### config.mk
export PLATFORM = sky130hd
export DESIGN_NAME = seq_mem_bist
export DESIGN_NICKNAME = d
export VERILOG_FILES = /design/src/rtl/seq_mem_bist.sv
export SDC_FILE = /design/constraint.sdc
export NUM_CORES = 1
export LEC_CHECK = 0
export BUFFER_PORTS_ARGS = -buffer_cell sky130_fd_sc_hd__buf_2
export CELL_PAD_IN_SITES_DETAIL_PLACEMENT = 1
export CELL_PAD_IN_SITES_GLOBAL_PLACEMENT = 1
export CORE_MARGIN = 4
export CORE_UTILIZATION = 40
export CTS_BUF_LIST = sky130_fd_sc_hd__clkbuf_8
export DETAILED_ROUTE_END_ITERATION = 7
export GPL_ROUTABILITY_DRIVEN = 0
export MAX_ROUTING_LAYER = met4
export PLACE_DENSITY_LB_ADDON = 0.05
export SETUP_SLACK_MARGIN = 0.2
export SLEW_MARGIN = 20
export SYNTH_ARGS = -nofsm -noshare
export SYNTH_HDL_FRONTEND = slang
export SYNTH_SLANG_ARGS = --single-unit
### constraint.sdc
create_clock -name clk -period 2 [get_ports clk]
set_clock_uncertainty 0.15 [all_clocks]
set_input_delay 0.2 -clock clk [delete_from_list [all_inputs] [get_ports clk]]
set_output_delay 0.2 -clock clk [all_outputs]
set_load 0.05 [all_outputs]
### src/rtl/seq_mem_bist.sv
// Memory BIST sequencer: seeded pattern fill, per-word single-bit flip, read-back compare.
// Optional macro SEQ_MEM_BIST_INJECT_EN adds an inject input that suppresses the last flip.
module seq_mem_bist #(
    parameter int ADDR_W = 4,
    parameter int DATA_W = 8,
    localparam int BIT_W = $clog2(DATA_W),
    localparam int DEPTH = 2 ** ADDR_W
) (
    input  logic              clk,
    input  logic              rst_n,
    input  logic              start,
`ifdef SEQ_MEM_BIST_INJECT_EN
    input  logic              inject,
`endif
    input  logic [DATA_W-1:0] seed,
    output logic              wr_en,
    output logic [ADDR_W-1:0] wr_addr,
    output logic [DATA_W-1:0] wr_data,
    output logic              mask_en,
    output logic [ADDR_W-1:0] mask_addr,
    output logic [BIT_W-1:0]  bit_index,
    output logic              bit_value,
    output logic [ADDR_W-1:0] rd_addr,
    input  logic [DATA_W-1:0] rd_data,
    output logic              busy,
    output logic              done,
    output logic              pass,
    output logic [ADDR_W:0]   err_count,
    output logic [ADDR_W-1:0] first_fail
);

    localparam logic [2:0] S_IDLE  = 3'd0;
    localparam logic [2:0] S_WRITE = 3'd1;
    localparam logic [2:0] S_FLIP  = 3'd2;
    localparam logic [2:0] S_READ  = 3'd3;
    localparam logic [2:0] S_CHECK = 3'd4;
    localparam logic [2:0] S_DONE  = 3'd5;

    function automatic logic [DATA_W-1:0] pattern(input logic [DATA_W-1:0] s,
                                                  input logic [ADDR_W-1:0] a);
        return s ^ DATA_W'(a);
    endfunction

    function automatic logic [DATA_W-1:0] expected(input logic [DATA_W-1:0] s,
                                                   input logic [ADDR_W-1:0] a);
        logic [DATA_W-1:0] m;
        m = '0;
        m[a[BIT_W-1:0]] = 1'b1;
        return pattern(s, a) ^ m;
    endfunction

    logic [2:0]        r_state;
    logic [ADDR_W-1:0] r_cnt;
    logic [DATA_W-1:0] r_seed;
    logic              r_inject;
    logic [ADDR_W-1:0] r_wr_addr;
    logic [DATA_W-1:0] r_wr_data;
    logic [ADDR_W-1:0] r_mask_addr;
    logic [BIT_W-1:0]  r_bit_index;
    logic              r_bit_value;
    logic [ADDR_W-1:0] r_rd_addr;
    logic              r_vld_p1;
    logic [ADDR_W-1:0] r_addr_p1;
    logic [ADDR_W:0]   r_err_count;
    logic [ADDR_W-1:0] r_first_fail;

    logic              w_last;
    logic              w_idle;
    logic              w_launch;
    logic [DATA_W-1:0] w_pat;
    logic [BIT_W-1:0]  w_bidx;
    logic              w_rd_en;
    logic              w_mismatch;

    assign w_last     = (r_cnt == ADDR_W'(DEPTH - 1));
    assign w_idle     = (r_state == S_IDLE) || (r_state == S_DONE);
    assign w_launch   = w_idle && start;
    assign w_pat      = pattern(r_seed, r_cnt);
    assign w_bidx     = r_cnt[BIT_W-1:0];
    assign w_rd_en    = (r_state == S_READ);
    assign w_mismatch = r_vld_p1 && (rd_data != expected(r_seed, r_addr_p1));

    always_ff @(posedge clk or negedge rst_n) begin
        if (!rst_n) begin
            r_state  <= S_IDLE;
            r_cnt    <= '0;
            r_seed   <= '0;
            r_inject <= 1'b0;
        end else begin
            case (r_state)
                S_IDLE, S_DONE: begin
                    r_cnt <= '0;
                    if (start) begin
                        r_seed  <= seed;
`ifdef SEQ_MEM_BIST_INJECT_EN
                        r_inject <= inject;
`else
                        r_inject <= 1'b0;
`endif
                        r_state <= S_WRITE;
                    end
                end
                // counter wraps to 0 on the last word, which clears it for the next phase
                S_WRITE: begin
                    r_cnt <= r_cnt + 1'b1;
                    if (w_last) r_state <= S_FLIP;
                end
                S_FLIP: begin
                    r_cnt <= r_cnt + 1'b1;
                    if (w_last) r_state <= S_READ;
                end
                S_READ: begin
                    r_cnt <= r_cnt + 1'b1;
                    if (w_last) r_state <= S_CHECK;
                end
                S_CHECK: begin
                    r_cnt   <= '0;
                    r_state <= S_DONE;
                end
                default: begin
                    r_cnt   <= '0;
                    r_state <= S_IDLE;
                end
            endcase
        end
    end

    assign wr_en   = (r_state == S_WRITE);
    assign mask_en = (r_state == S_FLIP) && !(r_inject && w_last);

    // Hold registers keep each port's last issued value while its strobe is low.
    always_ff @(posedge clk or negedge rst_n) begin
        if (!rst_n) begin
            r_wr_addr   <= '0;
            r_wr_data   <= '0;
            r_mask_addr <= '0;
            r_bit_index <= '0;
            r_bit_value <= 1'b0;
            r_rd_addr   <= '0;
        end else begin
            if (wr_en) begin
                r_wr_addr <= r_cnt;
                r_wr_data <= w_pat;
            end
            if (mask_en) begin
                r_mask_addr <= r_cnt;
                r_bit_index <= w_bidx;
                r_bit_value <= ~w_pat[w_bidx];
            end
            if (w_rd_en) r_rd_addr <= r_cnt;
        end
    end

    assign wr_addr   = wr_en   ? r_cnt            : r_wr_addr;
    assign wr_data   = wr_en   ? w_pat            : r_wr_data;
    assign mask_addr = mask_en ? r_cnt            : r_mask_addr;
    assign bit_index = mask_en ? w_bidx           : r_bit_index;
    assign bit_value = mask_en ? ~w_pat[w_bidx]   : r_bit_value;
    assign rd_addr   = w_rd_en ? r_cnt            : r_rd_addr;

    // p0 -> p1: read issue aligned with the memory's one-cycle data return
    always_ff @(posedge clk or negedge rst_n) begin
        if (!rst_n) r_vld_p1 <= 1'b0;
        else        r_vld_p1 <= w_rd_en;
    end

    always_ff @(posedge clk) begin
        r_addr_p1 <= r_cnt;
    end

    always_ff @(posedge clk or negedge rst_n) begin
        if (!rst_n) begin
            r_err_count  <= '0;
            r_first_fail <= '0;
        end else if (w_launch) begin
            r_err_count  <= '0;
            r_first_fail <= '0;
        end else if (w_mismatch) begin
            r_err_count <= r_err_count + 1'b1;
            if (r_err_count == '0) r_first_fail <= r_addr_p1;
        end
    end

    assign err_count  = r_err_count;
    assign first_fail = r_first_fail;
    assign done       = (r_state == S_DONE);
    assign busy       = !w_idle;
    assign pass       = done && (r_err_count == '0);

endmodule

After elaboration in Yosys (flattened, before gate mapping)
Cells that the tools add are included.
Storage, ports and cells
  bits in registers: 53
  input bits: 19
  output and inout bits: 38
  logic and storage cells: 69
Cells by class
  add/subtract/negate cells: 2
  magnitude comparators: 3
  equal/unequal tests: 11
  mux-type cells: 21
  bitwise gates (word level): 4
  reductions and logical operators: 15
Operators by type and width (count)
  4-bit 2-to-1 mux: 7
  8-bit by 4-bit XOR with 8-bit output: 2
  3-bit 2-to-1 mux: 5
  3-bit case mux with 5 select lines: 1
  5-bit 2-to-1 mux: 2
  3-bit by 4-bit less-than comparator with 1-bit output (second input constant): 2
  8-bit 2-to-1 mux: 1
  8-bit inequality test: 1
  8-bit XOR: 1
  3-bit by 2-bit == test with 1-bit output (second input constant): 2
  3-bit == test (second input constant): 2
  2-bit inequality test (second input constant): 3
  5-bit by 1-bit adder with 5-bit output (second input constant): 1
  5-bit zero test: 1
  4-bit by 1-bit adder with 4-bit output (second input constant): 1
  4-bit == test (second input constant): 1
  1-bit logical AND: 4
  2-bit AND reduction: 2
  4-bit AND reduction: 1
  2-bit nonzero test: 2
  1-bit binary-select mux with 3-bit select: 1
  1-bit demux with 3-bit select: 1
  3-bit by 1-bit == test with 1-bit output (second input constant): 1
  3-bit by 1-bit greater-or-equal comparator with 1-bit output (second input constant): 1
  other kinds (8): 10

Depth between registers and ports, before layout
Gate-level depths: netlist (run 1).
  depth in word-level cells: 9
  mapped depth: 7
  mapped depth without buffers: 6

Least setup slack after synthesis (run 1)
Ideal clock, no wire load.
  path type: flip-flop to flip-flop
  start: register r_state[0]
  end: register r_wr_data[1]
  setup time: 0.215 ns
  arrival time: 2.232 ns
  data required time: 1.635 ns
  setup slack: -0.596 ns
  stages on the path, launching flop included: 8
  buffers on the path: 3
  clock period less this slack: 2.596 ns
  cell sequence: dfrtp_1 buf_4 nor2b_4 nor2b_1 clkbuf_1 buf_2 nor2_1 a21oi_1
Between the ends
  longest elaborated chain between the ends: 2
Ends and longest elaborated chain
  start, declared: RTL line 52  | logic [2:0] r_state;
  start signal, assigned: RTL line 85  | r_state <= S_IDLE;
  start signal, assigned: RTL line 100  | r_state <= S_WRITE;
  start signal, assigned: RTL line 106  | if (w_last) r_state <= S_FLIP;
  3-bit by 1-bit == test with 1-bit output: RTL line 128  | assign wr_en = (r_state == S_WRITE);
  via wr_en: RTL line 16  | output logic wr_en,
  8-bit 2-to-1 mux
  via wr_data[1]: RTL line 18  | output logic [DATA_W-1:0] wr_data,
  end signal, assigned: RTL line 143  | r_wr_data <= w_pat;
  end, declared: RTL line 57  | logic [DATA_W-1:0] r_wr_data;
The timed path passes the listed nets, and every way through them passes these cells.
A chain may end at the register's enable or synchronous reset.

Worst setup path in the final report (run 1)
  start: register r_cnt[3]
  end: output bit_value
Between the ends
  longest elaborated chain between the ends: 5
Ends and longest elaborated chain
  start, declared: RTL line 53  | logic [ADDR_W-1:0] r_cnt;
  start signal, assigned: RTL line 105  | r_cnt <= r_cnt + 1'b1;
  start signal, assigned: RTL line 109  | r_cnt <= r_cnt + 1'b1;
  start signal, assigned: RTL line 113  | r_cnt <= r_cnt + 1'b1;
  8-bit by 4-bit XOR with 8-bit output: RTL line 41  | return s ^ DATA_W'(a);
  1-bit binary-select mux with 3-bit select: RTL line 158  | assign bit_value = mask_en ? ~w_pat[w_bidx] : r_bit_value;
  1-bit 2-to-1 mux (not written as such): RTL line 158
  1-bit NOT: RTL line 158
  1-bit 2-to-1 mux: RTL line 158
  end, declared: RTL line 22  | output logic bit_value,
No other way between the ends. The select of a mux whose other input is x is not followed.

==> results.json, run 1 <==
{
  "root_buffer": "clkbuf_8",
  "ff_latch_area_um2": 1320,
  "slew_violations": 0,
  "grt_overflow": 0,
  "dr.pass1.iters": 4,
  "setup_viol": 42,
  "hpwlAfterDp_mm": 4.486,
  "grt_use_total_pct": 22.02,
  "multi_input_area_um2": 1549,
  "n_antenna_cell": 0,
  "io_buffers": 56,
  "max_freq_mhz": 444.2,
  "row_count": 28,
  "syn2layout_area_growth_pct": 65.48,
  "ys_ff_latch": 53,
  "cts_tree": "done",
  "cp.arrival_ns": 1.90,
  "clock_latency_ns": 0.32,
  "synth_area_leaders": "dfrtp_1, mux2_2, xnor2_1, mux2i_1, nand2_1",
  "chipHeight_um": 88.04,
  "worst-path-max-fanout": 2,
  "synth_top_area_share_pct": 47.85,
  "yosys.area.top_type": "dfrtp_1",
  "timing.hold.ws_ns": 0.07038,
  "synthArstFlopShare_pct": 92.45,
  "final_core_utilization_pct": 69.96,
  "drtIter0Drc": 84,
  "synth_edf_count": 0,
  "cts_sinks": 53,
  "vias_per_cell": 5.163,
  "yosysSeqAreaShare_pct": 50.98,
  "period_share_pct": 112.6,
  "worstPathRequired_ns": 1.65,
  "cts_made_buffers": 5,
  "drv_cap": 0,
  "worst_slack_ns": -0.2510,
  "fill_cells": 559,
  "grt_start_max_net_pins": 24,
  "relSlewSlack_pct": 74.31,
  "hold_viol_final": 0,
  "synth-main-ff-cell": "dfrtp_1",
  "antenna_found_initial": 0,
  "grt_pass1_vias": 2366,
  "clock_path_buffers": 2,
  "die_w_um": 88.04,
  "drc": 0,
  "htree_levels": 2,
  "syn_inst": 216,
  "status": "complete, but fails checks",
  "wire_per_inst_um": 21.65,
  "core_area_um2": 6061,
  "period_needed_ns": 2.251,
  "ios": 57,
  "grt_pass1_wl_mm": 12.46,
  "syn_nets": 238,
  "path_class": "flop to primary output",
  "ant_nets": 0,
  "ys_warn_count": 0,
  "detail_route.wirelength_mm": 8.767,
  "hold_class": "input pin to asynchronous set/reset pin",
  "start_kind": "flop",
  "synth_cell_type_count": 41,
  "dieArea_um2": 7751,
  "worstMarginPinSlew_ns": 0.3845,
  "netlist_area_um2": 2562,
  "drive_gt1_share_pct": 63.03,
  "nets": 351,
  "synth_area_per_cell_um2": 11.86,
  "failed_checks": "setup timing",
  "final_cell_mix": "dfrtp_1, buf_4, mux2_4",
  "final_common_cell": "dfrtp_1",
  "rsz0062_at_grt": "yes",
  "clk_pin_slew_ns": 0.10,
  "start_util_pct": 42.28,
  "num_vias": 2091,
  "endpoint_kind": "primary output"
}
## final cells by class
| cell class | instances | area share (%) |
|---|---|---|
| Sequential cell | 53 | 31.13 |
| Inverter | 6 | 0.5311 |
| Tap cell | 75 | 2.213 |
| Timing Repair Buffer | 120 | 27.53 |
| Clock inverter | 3 | 0.4426 |
| Clock buffer | 5 | 1.623 |
| Multi-Input combinational cell | 143 | 36.53 |
## synth_stat cells (4+ instances only)
library cell  instances
nor2b_1               4
dfxtp_1               4
xor2_1                7
mux2_4                5
mux2_2               21
a21oi_1               8
dfrtp_1              49
inv_1                 5
nand2_1              23
nor2_1               11
clkbuf_1              7
mux2i_1              10
xnor2_1              13
## final timing paths
kind,from,to,slack [ns],depth (start not counted)
setup / recovery,r_cnt[3]$_DFF_PN0_,bit_value,-0.25,5
hold / removal,rst_n,err_count[1]$_DFFE_PN0P_,0.07,2
setup reg to reg,r_state[2]$_DFFE_PN0P_,err_count[0]$_DFFE_PN0P_,-0.11,8
hold reg to reg,r_cnt[1]$_DFF_PN0_,r_addr_p1[1]$_DFF_P_,0.33,0
max in group asynchronous,rst_n,r_wr_data[6]$_DFF_PN0_,1.10,3
min in group clk,start,r_state[2]$_DFFE_PN0P_,0.07,4
## stage by stage
step / setup slack, ns / cells / TNS [ns] / cell area, µm²
floorplan: 0.05464 / 216 / 0 / 2745
global placement: 0.05112 / 356 / 0 / 3184
detailed placement: 0.04176 / 356 / 0 / 3184
CTS: -0.1950 / 391 / -3.268 / 4048
global route: -0.3601 / 405 / -6.872 / 4240
finish: -0.2510 / 405 / -5.188 / 4240
## worst max-delay path, cell delays in order (launching register included)
cell and delay (ns):
dfrtp_1 0.40, xor2_1 0.19, mux4_2 0.48, mux2i_1 0.16
mux2_4 0.20, buf_8 0.15
## flip-flops by register name (all words and copies together), names as in the netlist
signal and count:
r_bit_value 1, r_wr_data 8, r_seed 8, r_addr_p1 4, r_vld_p1 1, r_bit_index 3, first_fail 4, r_wr_addr 4
err_count 5, r_rd_addr 4, r_cnt 4, r_state 3, r_mask_addr 4
## metal layers
metal | up-vias | track usage, % | wire length (µm)
met5 | - | - | 0
met1 | 1076 | 28.43 | 3780
met4 | 0 | 6.044 | 76
met3 | 9 | 3.104 | 310
met2 | 52 | 36.37 | 4600
li1 | 954 | - | -
## what timing repair did
item,CTS,global route
hold endpoints to repair,57,0
hold buffers,9,0
cloned,2,0
resized for setup,133,20
buffers inserted,16,14
endpoints found under the setup margin,46,48
pin swaps,18,6
## kinds of logic after synthesis
logic type / after synthesis / synth area share, %
AO/OA/AOI/OAI: 18 / 4.981
adder cells (fa/ha/maj): 3 / 1.465
AND/OR/NAND/NOR: 61 / 12.69
buffers and inverters: 20 / 3.906
multiplexers: 41 / 19.14
XOR/XNOR: 20 / 6.836
flip-flops: 53 / 50.98
Power of run 1 is left out: the tool's default activity adds up to more than one toggle a clock period on the data nets, which glitch-free logic cannot reach.
==> inputs of run 2 (changes only) <==
--- a/config.mk
+++ b/config.mk
@@ -13,7 +13,6 @@
 export CTS_BUF_LIST = sky130_fd_sc_hd__clkbuf_8
 export DETAILED_ROUTE_END_ITERATION = 7
 export GPL_ROUTABILITY_DRIVEN = 0
-export MAX_ROUTING_LAYER = met4
 export PLACE_DENSITY_LB_ADDON = 0.05
 export SETUP_SLACK_MARGIN = 0.2
 export SLEW_MARGIN = 20
==> results.json, run 2 (same netlist as run 1, synthesis figures left out) <==
{
  "cp_cell_sequence": "xor2_1 -> mux4_2 -> mux2i_1 -> mux2_4 -> buf_8",
  "drc": 0,
  "max_freq_mhz": 445.4,
  "dr.pass1.iters": 4,
  "hpwlAfterDp_mm": 4.486,
  "final_core_utilization_pct": 69.96,
  "grt_pass1_wl_mm": 12.49,
  "status": "complete, but fails checks",
  "detail_route.wirelength_mm": 8.785,
  "row_count": 28,
  "grt_start_max_net_pins": 24,
  "cts_tree": "done",
  "timing.hold.ws_ns": 0.07009,
  "drv_cap": 0,
  "die_w_um": 88.04,
  "cp_slowest_cell": "mux4_2",
  "grt_pass1_vias": 2363,
  "failed_checks": "setup timing",
  "core_area_um2": 6061,
  "ant_nets": 0,
  "worstPathRequired_ns": 1.65,
  "htree_levels": 2,
  "pre_cts_ws_ns": 0.04176,
  "tns_ns": -5.190,
  "clock_path_buffers": 2,
  "root_buffer": "clkbuf_8",
  "nets": 351,
  "wire_per_inst_um": 21.69,
  "cts_made_buffers": 5,
  "endpoint_kind": "primary output",
  "worstMarginPinSlew_ns": 0.3832,
  "slowest_delay_ns": 0.48,
  "period_share_pct": 112.3,
  "setup_viol": 42,
  "final_common_cell": "dfrtp_1",
  "hold_viol_final": 0,
  "drive_gt1_share_pct": 63.03,
  "chipHeight_um": 88.04,
  "cts_sinks": 53,
  "rr_worst_depth": 6,
  "rsz0062_at_grt": "yes",
  "vias_per_cell": 5.212,
  "period_needed_ns": 2.245,
  "slew_violations": 0,
  "path_class": "flop to primary output",
  "final_cell_mix": "dfrtp_1, buf_4, mux2_4",
  "start_kind": "flop",
  "drtIter0Drc": 71,
  "worst_slack_ns": -0.2451,
  "grt_overflow": 0,
  "clk_pin_slew_ns": 0.10,
  "clock_latency_ns": 0.32,
  "antenna_found_initial": 0,
  "n_antenna_cell": 0,
  "start_util_pct": 42.28,
  "dieArea_um2": 7751,
  "hold_class": "input pin to asynchronous set/reset pin",
  "io_buffers": 56,
  "cp.arrival_ns": 1.90,
  "grt_use_total_pct": 21.38,
  "num_vias": 2111,
  "ios": 57,
  "syn2layout_area_growth_pct": 65.48,
  "relSlewSlack_pct": 74.40,
  "worst-path-max-fanout": 2
}
## run 2: area by class of cell
type | count | area [µm²]
clock buffers | 5 | 68.82
clock inverters | 3 | 18.77
fillers | 559 | 1821
inverters | 6 | 22.52
multi-input cells | 143 | 1549
flip-flops and latches | 53 | 1320
well taps | 75 | 93.84
repair buffers | 120 | 1167
## run 2: worst max-delay path: cells and delay by family (launching register included)
family	cells	cell delay, ns
flops	1	0.40
xor+xnor	1	0.19
mux	3	0.84
buf+inv	1	0.15
## run 2: repair_timing
item / CTS / global route
buffers inserted: 16 / 14
hold buffers: 9 / 0
pin swaps: 18 / 6
gates resized for setup: 133 / 20
setup endpoints to repair: 46 / 48
endpoints found under the hold margin: 57 / 0
cloned: 2 / 0
## run 2: layer usage
metal / GRT usage, % / part of all wire, % / vias to the layer above
met5: 0 / 0 / -
met4: 6.044 / 0.87 / 0
met3: 3.669 / 3.7 / 9
met2: 36.37 / 52 / 44
met1: 28.13 / 43 / 1104
li1: - / - / 954
## run 2: through the flow
stage                     cells  instance area [µm²]
after global routing        405                 4240
final                       405                 4240
after detailed placement    356                 3184
after global placement      356                 3184
after CTS                   391                 4048
after floorplan             216                 2745
## run 2: final timing paths
check	start	end	slack [ns]
setup reg to reg	r_state[2]$_DFFE_PN0P_	r_seed[5]$_DFFE_PN0P_	-0.11
max in group asynchronous	rst_n	r_wr_data[6]$_DFF_PN0_	1.09
hold reg to reg	r_cnt[1]$_DFF_PN0_	r_addr_p1[1]$_DFF_P_	0.33
hold / removal	rst_n	err_count[4]$_DFFE_PN0P_	0.07
setup / recovery	r_cnt[3]$_DFF_PN0_	bit_value	-0.25
min in group clk	start	r_state[2]$_DFFE_PN0P_	0.07
Power of run 2 is left out for the same reason.
==> inputs of run 3 (changes only) <==
--- a/config.mk
+++ b/config.mk
@@ -13,8 +13,9 @@
 export CTS_BUF_LIST = sky130_fd_sc_hd__clkbuf_8
 export DETAILED_ROUTE_END_ITERATION = 7
 export GPL_ROUTABILITY_DRIVEN = 0
-export PLACE_DENSITY_LB_ADDON = 0.05
+export PLACE_DENSITY = 0.87
 export SETUP_SLACK_MARGIN = 0.2
+export SKIP_CTS_REPAIR_TIMING = 1
 export SLEW_MARGIN = 20
 export SYNTH_ARGS = -nofsm -noshare
 export SYNTH_HDL_FRONTEND = slang
==> results.json, run 3 (same netlist as run 1, synthesis figures left out) <==
{
  "die_w_um": 88.04,
  "top_layer": "met4",
  "placed_cell_area_um2": 3147,
  "r2r_end": "err_count[4]$_DFFE_PN0P_",
  "hpwlAfterDp_mm": 4.534,
  "status": "complete, but fails checks",
  "reg2reg_slack_ns": -0.06,
  "drc": 0,
  "startpoint": "r_cnt[3]$_DFF_PN0_",
  "hp-start": "start",
  "n_antenna_cell": 0,
  "drive_gt1_share_pct": 60.00,
  "setup_viol": 34,
  "grt_start_max_net_pins": 32,
  "clk_pin_slew_ns": 0.10,
  "grt_pass1_vias": 2088,
  "chipHeight_um": 88.04,
  "num_vias": 2162,
  "wl_met1_mm": 3.788,
  "cts_sinks": 53,
  "dieArea_um2": 7751,
  "wire_per_inst_um": 23.91,
  "final_common_cell": "dfrtp_1",
  "clock_latency_ns": 0.33,
  "met3_length_um": 520,
  "detail_route.wirelength_mm": 9.446,
  "nets": 341,
  "worstMarginPinSlew_ns": 0.4494,
  "grt_overflow": 0,
  "endpoint": "bit_value",
  "final_cell_mix": "dfrtp_1, buf_6, mux2_4",
  "core_area_um2": 6061,
  "clock_path_buffers": 2,
  "reg2reg_from": "r_seed[1]$_DFFE_PN0P_",
  "route.met2.wl_mm": 4.810,
  "endpoint_kind": "primary output",
  "antenna_found_initial": 0,
  "start_kind": "flop",
  "tns_ns": -4.785,
  "max_freq_mhz": 430.4,
  "cp.arrival_ns": 1.97,
  "pre_cts_ws_ns": -0.01944,
  "io_buffers": 56,
  "slew_violations": 0,
  "hold_viol_final": 0,
  "cts_made_buffers": 5,
  "relSlewSlack_pct": 70.04,
  "ios": 57,
  "dr.pass1.iters": 6,
  "worstPathRequired_ns": 1.65,
  "vias_per_cell": 5.473,
  "worst_slack_ns": -0.3233,
  "period_needed_ns": 2.323,
  "worst-path-max-fanout": 2,
  "grt_use_total_pct": 17.17,
  "path_class": "flop to primary output",
  "failed_checks": "setup timing",
  "hold_class": "input pin to flop",
  "root_buffer": "clkbuf_8",
  "drv_cap": 0,
  "finalInstanceArea_um2": 4054,
  "period_share_pct": 116.2,
  "htree_levels": 2,
  "syn2layout_area_growth_pct": 58.20,
  "rr_worst_depth": 6,
  "grt_pass1_wl_mm": 10.29,
  "ant_nets": 0,
  "drtIter0Drc": 74,
  "row_count": 28,
  "cts_tree": "done",
  "start_util_pct": 42.28,
  "rsz0062_at_grt": "yes"
}
[run 3: worst max-delay path, stage by stage, from the launching register on]
cell and delay [ns]:
dfrtp_1 0.45, xor2_2 0.20, mux4_2 0.49, mux2i_1 0.17, mux2_4 0.20, buf_8 0.14
[run 3: final cells by class]
type                            instances  area (µm²)
Fill cell                             588        2007
Multi-Input combinational cell        144        1481
Sequential cell                        53        1323
Timing Repair Buffer                  109        1018
Tap cell                               75       93.84
Clock buffer                            5       68.82
Clock inverter                          3       46.29
Inverter                                6       22.52
[run 3: worst min path at each step]
stage	end	slack, ns	depth (start not counted)
after CTS	r_bit_index[2]$_DFF_PN0_	-0.33	1
final	r_state[2]$_DFFE_PN0P_	0.11	4
after detailed placement	r_wr_addr[2]$_DFF_PN0_	0.02	1
after floorplan	err_count[0]$_DFFE_PN0P_	-0.25	0
after global placement	r_rd_addr[2]$_DFF_PN0_	0.01	1
after global routing	r_state[2]$_DFFE_PN0P_	0.11	4
[run 3: metrics by stage]
| step | hold WS (ns) | instances | utilization (%) |
|---|---|---|---|
| 2_1_floorplan | -0.2456 | 216 | - |
| 6_report | 0.1108 | 395 | 66.89 |
| 3_3_place_gp | 0.01390 | 351 | 51.92 |
| 3_5_place_dp | 0.01760 | 351 | 51.92 |
| 5_1_grt | 0.1087 | 395 | 66.89 |
| 4_1_cts | -0.3284 | 359 | 53.82 |
[run 3: layer usage]
metal	track usage, %	vias to the layer above
met4	3.984	0
met2	29.52	88
met3	3.763	30
met1	22.22	1108
li1	-	936
met5	0	-
Power of run 3 is left out for the same reason.
